**src/rtl/microsequencer.sv**
```systemverilog
// Micro-PC sequencer: picks the next control-ROM address (jump, branch-on-Z,
// opcode dispatch, halt) and counts executed micro-cycles.
module microsequencer #(
   parameter int UADDR_W    = 5,
   parameter int FETCH_ADDR = 0,
   parameter int CNT_W      = 16
) (
   input  logic               i_clk,
   input  logic               i_reset,
   input  logic               i_start,
   input  logic               i_stall,
   input  logic [UADDR_W-1:0] i_nxtadd,
   input  logic [1:0]         i_br_type,
   input  logic               i_z_flag,
   input  logic [3:0]         i_opcode,
   input  logic               i_cfg_we,
   input  logic [3:0]         i_cfg_idx,
   input  logic [UADDR_W-1:0] i_cfg_data,
   output logic [UADDR_W-1:0] o_upc,
   output logic               o_rom_en,
   output logic               o_busy,
   output logic               o_halted,
   output logic               o_cfg_rej,
   output logic [CNT_W-1:0]   o_ucycles
);

   localparam logic [UADDR_W-1:0] LP_FETCH = UADDR_W'(FETCH_ADDR);

   typedef enum logic [1:0] {S_IDLE, S_RUN, S_HALT} state_t;

   typedef enum logic [1:0] {
      BR_JUMP     = 2'b00,
      BR_ZERO     = 2'b01,
      BR_DISPATCH = 2'b10,
      BR_HALT     = 2'b11
   } br_t;

   state_t               r_state, w_state_nxt;
   logic [UADDR_W-1:0]   r_upc, w_upc_nxt;
   logic [CNT_W-1:0]     r_ucycles, w_ucycles_nxt;
   logic [UADDR_W-1:0]   r_dtab [16];
   logic                 r_cfg_rej;
   logic                 w_exec;
   logic                 w_cfg_ok;

   assign w_exec   = (r_state == S_RUN) && !i_stall;
   assign w_cfg_ok = i_cfg_we && (r_state != S_RUN);

   always_comb begin
      w_state_nxt   = r_state;
      w_upc_nxt     = r_upc;
      w_ucycles_nxt = r_ucycles;
      case (r_state)
         S_IDLE: begin
            if (i_start) begin
               w_state_nxt   = S_RUN;
               w_upc_nxt     = LP_FETCH;
               w_ucycles_nxt = '0;
            end
         end
         S_RUN: begin
            if (w_exec) begin
               case (br_t'(i_br_type))
                  BR_JUMP:     w_upc_nxt = i_nxtadd;
                  BR_ZERO:     w_upc_nxt = i_z_flag ? i_nxtadd : r_upc + 1'b1;
                  BR_DISPATCH: w_upc_nxt = r_dtab[i_opcode];
                  BR_HALT:     w_state_nxt = S_HALT;
                  default:     w_upc_nxt = r_upc;
               endcase
               if (r_ucycles != '1) w_ucycles_nxt = r_ucycles + 1'b1;
            end
         end
         S_HALT: begin
            // Resume keeps the cycle count so a halted program can be profiled end to end.
            if (i_start) begin
               w_state_nxt = S_RUN;
               w_upc_nxt   = LP_FETCH;
            end
         end
         default: w_state_nxt = S_IDLE;
      endcase
   end

   always_ff @(posedge i_clk or posedge i_reset) begin
      if (i_reset) begin
         r_state   <= S_IDLE;
         r_upc     <= LP_FETCH;
         r_ucycles <= '0;
         r_cfg_rej <= 1'b0;
      end else begin
         r_state   <= w_state_nxt;
         r_upc     <= w_upc_nxt;
         r_ucycles <= w_ucycles_nxt;
         r_cfg_rej <= i_cfg_we && (r_state == S_RUN);
      end
   end

   always_ff @(posedge i_clk or posedge i_reset) begin
      if (i_reset) begin
         for (int i = 0; i < 16; i++) r_dtab[i] <= LP_FETCH;
      end else if (w_cfg_ok) begin
         r_dtab[i_cfg_idx] <= i_cfg_data;
      end
   end

   assign o_upc     = r_upc;
   assign o_rom_en  = w_exec;
   assign o_busy    = (r_state == S_RUN);
   assign o_halted  = (r_state == S_HALT);
   assign o_cfg_rej = r_cfg_rej;
   assign o_ucycles = r_ucycles;

endmodule

```
**config.mk**
```make
export PLATFORM = sky130hd
export DESIGN_NAME = microsequencer
export DESIGN_NICKNAME = d
export VERILOG_FILES = /design/src/rtl/microsequencer.sv
export SDC_FILE = /design/constraint.sdc
export NUM_CORES = 1
export LEC_CHECK = 0
export CELL_PAD_IN_SITES_DETAIL_PLACEMENT = 1
export CELL_PAD_IN_SITES_GLOBAL_PLACEMENT = 2
export CORE_MARGIN = 10
export CORE_UTILIZATION = 36
export DETAILED_ROUTE_END_ITERATION = 8
export HOLD_SLACK_MARGIN = 0.06
export PLACE_DENSITY = 0.79
export RECOVER_POWER = 50
export SETUP_SLACK_MARGIN = 0.2
export SLEW_MARGIN = 20
export SYNTH_ARGS = -nofsm -noshare
export SYNTH_HDL_FRONTEND = slang
export SYNTH_SLANG_ARGS = --single-unit
```
**constraint.sdc**
```tcl
create_clock -name i_clk -period 3.48 [get_ports i_clk]
set_input_delay 0.87 -clock i_clk [delete_from_list [all_inputs] [get_ports i_clk]]
set_output_delay 0.87 -clock i_clk [all_outputs]
set_load 0.01 [all_outputs]
```
==> results.py, run 1 <==
metrics = {
    "routing": {
        "drc": 0,
        "drt_pre_antenna_iters": 4,
        "wl_um": 13900,
        "wl_met3_um": 767,
        "dr.first_iter.drc_count": 191,
        "routedWlPerCell_um": 21.0,
        "viasPerCell": 5.55,
        "dr_wl_met2_um": 6490,
        "ant_nets": 0,
        "dr_total_vias": 3668,
        "met1_length_um": 6540,
        "maxUsedRoutingLayer": "met4",
    },
    "pwr": {
        "p_int_mw": 2.87,
        "leakagePower_nw": 2.73,
        "powerDensity_nw_per_um2": 659,
        "combPwrFrac_pct": 29.0,
        "pwr-share-clk_pct": 23.5,
        "p_sw_share_pct": 30.8,
        "seqPwrFrac_pct": 47.5,
        "ir_drop_mv": 0.264,
        "p_switching_mw": 1.28,
    },
    "floorplan": {
        "die_w_um": 142,
        "core_um2": 14600,
        "initial_core_util_pct": 36.8,
        "die_area_um2": 20200,
        "rows": 44,
        "die_h_um": 142,
        "io_pins": 51,
    },
    "yosys": {
        "synth_edf_count": 0,
        "async_flop_share_pct": 100,
        "syn_avg_cell_area_um2": 12.6,
        "ys_ff_latch": 104,
        "synth_top_area_cell": "dfrtp_1",
        "synth.top_cell.area_share_pct": 48.5,
        "synth_fp_nets": 457,
        "synth_cells": 425,
        "synthTopCellsByArea": "dfrtp_1, mux2_2, mux4_2",
        "synth_cell_types": 52,
        "yosysSeqAreaShare_pct": 48.5,
        "ys.warnings.count": 0,
        "synth_area_um2": 5370,
        "synth_ff_type": "dfrtp_1",
    },
    "clock_network": {
        "cts_hold_buf": 0,
        "htreeDepth": 3,
        "cts.sinks": 104,
        "clock_path_buffers": 2,
        "worstSkewPairLatency_ns": 0.36,
        "numCtsBuffers": 9,
        "cts.repair.resized": 0,
        "root_buffer": "clkbuf_16",
        "postCtsSetupBuffers": 0,
        "clk_pin_slew_ns": 0.06,
        "tritoncts": "yes",
    },
    "critical_path": {
        "end_kind": "output port",
        "cp_max_fo": 6,
        "cp_top_family": "buffers and inverters",
        "worstPathRequired_ns": 2.61,
        "crit_slowest_cell": "dlygate4sd3_1",
        "criticalPathCategory": "primary input to output port",
        "slowest_delay_ns": 0.63,
        "critPathArrivalTime_ns": 2.19,
        "path_buf_inv": 2,
        "startpoint_type": "primary input",
        "path_cells": "dlygate4sd3_1 > nor2_1 > clkdlybuf4s50_1",
    },
    "grt": {
        "grt_pass1_wl_um": 22300,
        "antenna_found_initial": 0,
        "grt_pass1_vias": 3800,
        "grt.overflow.total": 0,
        "grtUsageTotal_pct": 14.1,
        "grt_max_degree": 105,
    },
    "placement": {
        "hpwlAfterDp_um": 9990,
        "numPortBuffers": 50,
        "routabilityCongestion": 0.784,
    },
    "finish": {
        "mostFrequentLayoutCell": "dfrtp_1",
        "drive_above_1_share_pct": 28.7,
        "area_growth_syn_to_layout_pct": 17.5,
        "nets": 504,
        "fin_util_pct": 43.2,
        "num_antenna_cells": 0,
        "layout_common_cells": "dfrtp_1, mux2_2, clkdlybuf4s50_1, nor2_1, nand2_1",
    },
    "sta": {
        "relSlewSlack_pct": 1.51,
        "slew_viol_final": 0,
        "finalClockSkew_ns": 0.00937,
        "setup_viol": 0,
        "worst_pin_slew_ns": 1.48,
        "fmax_mhz": 327,
        "period_needed_ns": 3.06,
        "hold_viol_final": 0,
        "fin_crit_sh_pct": 87.9,
        "grt_setup_unrepaired": "no",
        "final.setup.tns_ns": 0,
    },
    "run": {
        "maxCapViolations": 0,
    },
    "hold_path": {
        "hp-class": "flop to flop",
    },
    "status": {
        "status": "finished, final reports clean",
    },
}
-- stage by stage --
stage | setup WS (ns) | power [mW] | cells | hold slack (ns) | cell area [um^2]
floorplan | 1.15 | 2.76 | 425 | 0.474 | 5370
finish | 0.420 | 4.15 | 661 | 0.504 | 6310
global placement | 0.536 | 3.13 | 645 | 0.484 | 6040
global route | 0.290 | 4.42 | 661 | 0.523 | 6310
detailed placement | 0.399 | 3.21 | 645 | 0.492 | 6040
CTS | 0.468 | 4.21 | 661 | 0.507 | 6320
-- worst reg2reg max path, cell delays in order, from the launching register on --
cell and delay [ns]:
dfrtp_1 0.53, nand2b_1 0.45, nand4b_1 0.29, nor2_1 0.59
mux2_2 0.41
-- state kept, by name (all words and copies together), names as in the netlist --
signal,flops
o_upc,5
r_state,2
o_ucycles,16
o_cfg_rej,1
r_dtab,80
-- cell usage after synthesis (8+ instances only) --
cell type	n
dfrtp_1	104
mux2_2	73
nor2_1	26
nand2_1	22
mux2i_1	14
mux4_2	14
a21oi_1	11
nand3_1	11
mux2_4	10
o21ai_0	10
clkbuf_1	9
nor2b_1	9
nor3_1	8
-- logic make-up after synthesis --
| family | Yosys count | share of synthesized area, % |
|---|---|---|
| buf+inv | 27 | 2.73 |
| simple gates | 115 | 12.1 |
| compound gates | 51 | 6.92 |
| fa+ha+maj | 6 | 1.40 |
| mux | 111 | 26.6 |
| xor+xnor | 11 | 1.79 |
| flops | 104 | 48.5 |
-- routing by layer --
metal,vias to the layer above,track usage [%]
met5,-,0
met4,0,3.23
met3,5,4.27
met2,73,21.6
met1,1920,19.0
li1,1670,-
-- final timing paths --
kind / start / endpoint / slack [ns] / depth (start not counted)
worst min register to register: r_dtab[12] / r_dtab[12] / 0.50 / 1
max in group asynchronous: i_reset / o_ucycles[12] / 1.02 / 3
min in group asynchronous: i_reset / r_dtab[52] / 1.48 / 3
worst min-delay path: r_dtab[12] / r_dtab[12] / 0.50 / 1
worst max register to register: r_state[0] / r_dtab[10] / 1.10 / 4
worst max-delay path: i_stall / o_rom_en / 0.42 / 3
-- power by group through the flow --
stage | logic, mW | clock network [mW] | registers (mW)
final | 1.20 | 0.978 | 1.97
after global routing | 1.33 | 1.06 | 2.03
after CTS | 1.23 | 1.01 | 1.97
after detailed placement | 1.22 | 0 | 1.99
after global placement | 1.18 | 0 | 1.96
after floorplan | 0.882 | 0 | 1.88
-- layout make-up --
class,instances,area (um^2)
Clock inverter,6,42.5
Clock buffer,10,239
Timing Repair Buffer,57,548
Sequential cell,104,2600
Inverter,6,26.3
Fill cell,1521,8280
Tap cell,184,230
Multi-Input combinational cell,294,2620
Note: power is estimated with default switching activity, not from simulation.
==> inputs of run 2 (changes only) <==
--- a/config.mk
+++ b/config.mk
@@ -5,15 +5,18 @@
 export SDC_FILE = /design/constraint.sdc
 export NUM_CORES = 1
 export LEC_CHECK = 0
+export CAP_MARGIN = 20
 export CELL_PAD_IN_SITES_DETAIL_PLACEMENT = 1
 export CELL_PAD_IN_SITES_GLOBAL_PLACEMENT = 2
 export CORE_MARGIN = 10
 export CORE_UTILIZATION = 36
+export CTS_CLUSTER_DIAMETER = 30
 export DETAILED_ROUTE_END_ITERATION = 8
 export HOLD_SLACK_MARGIN = 0.06
 export PLACE_DENSITY = 0.79
 export RECOVER_POWER = 50
 export SETUP_SLACK_MARGIN = 0.2
+export SKIP_CTS_REPAIR_TIMING = 1
 export SLEW_MARGIN = 20
 export SYNTH_ARGS = -nofsm -noshare
 export SYNTH_HDL_FRONTEND = slang
==> results of run 2 <==
Same layout as run 1: the final DEF is identical, and so are final timing and power.
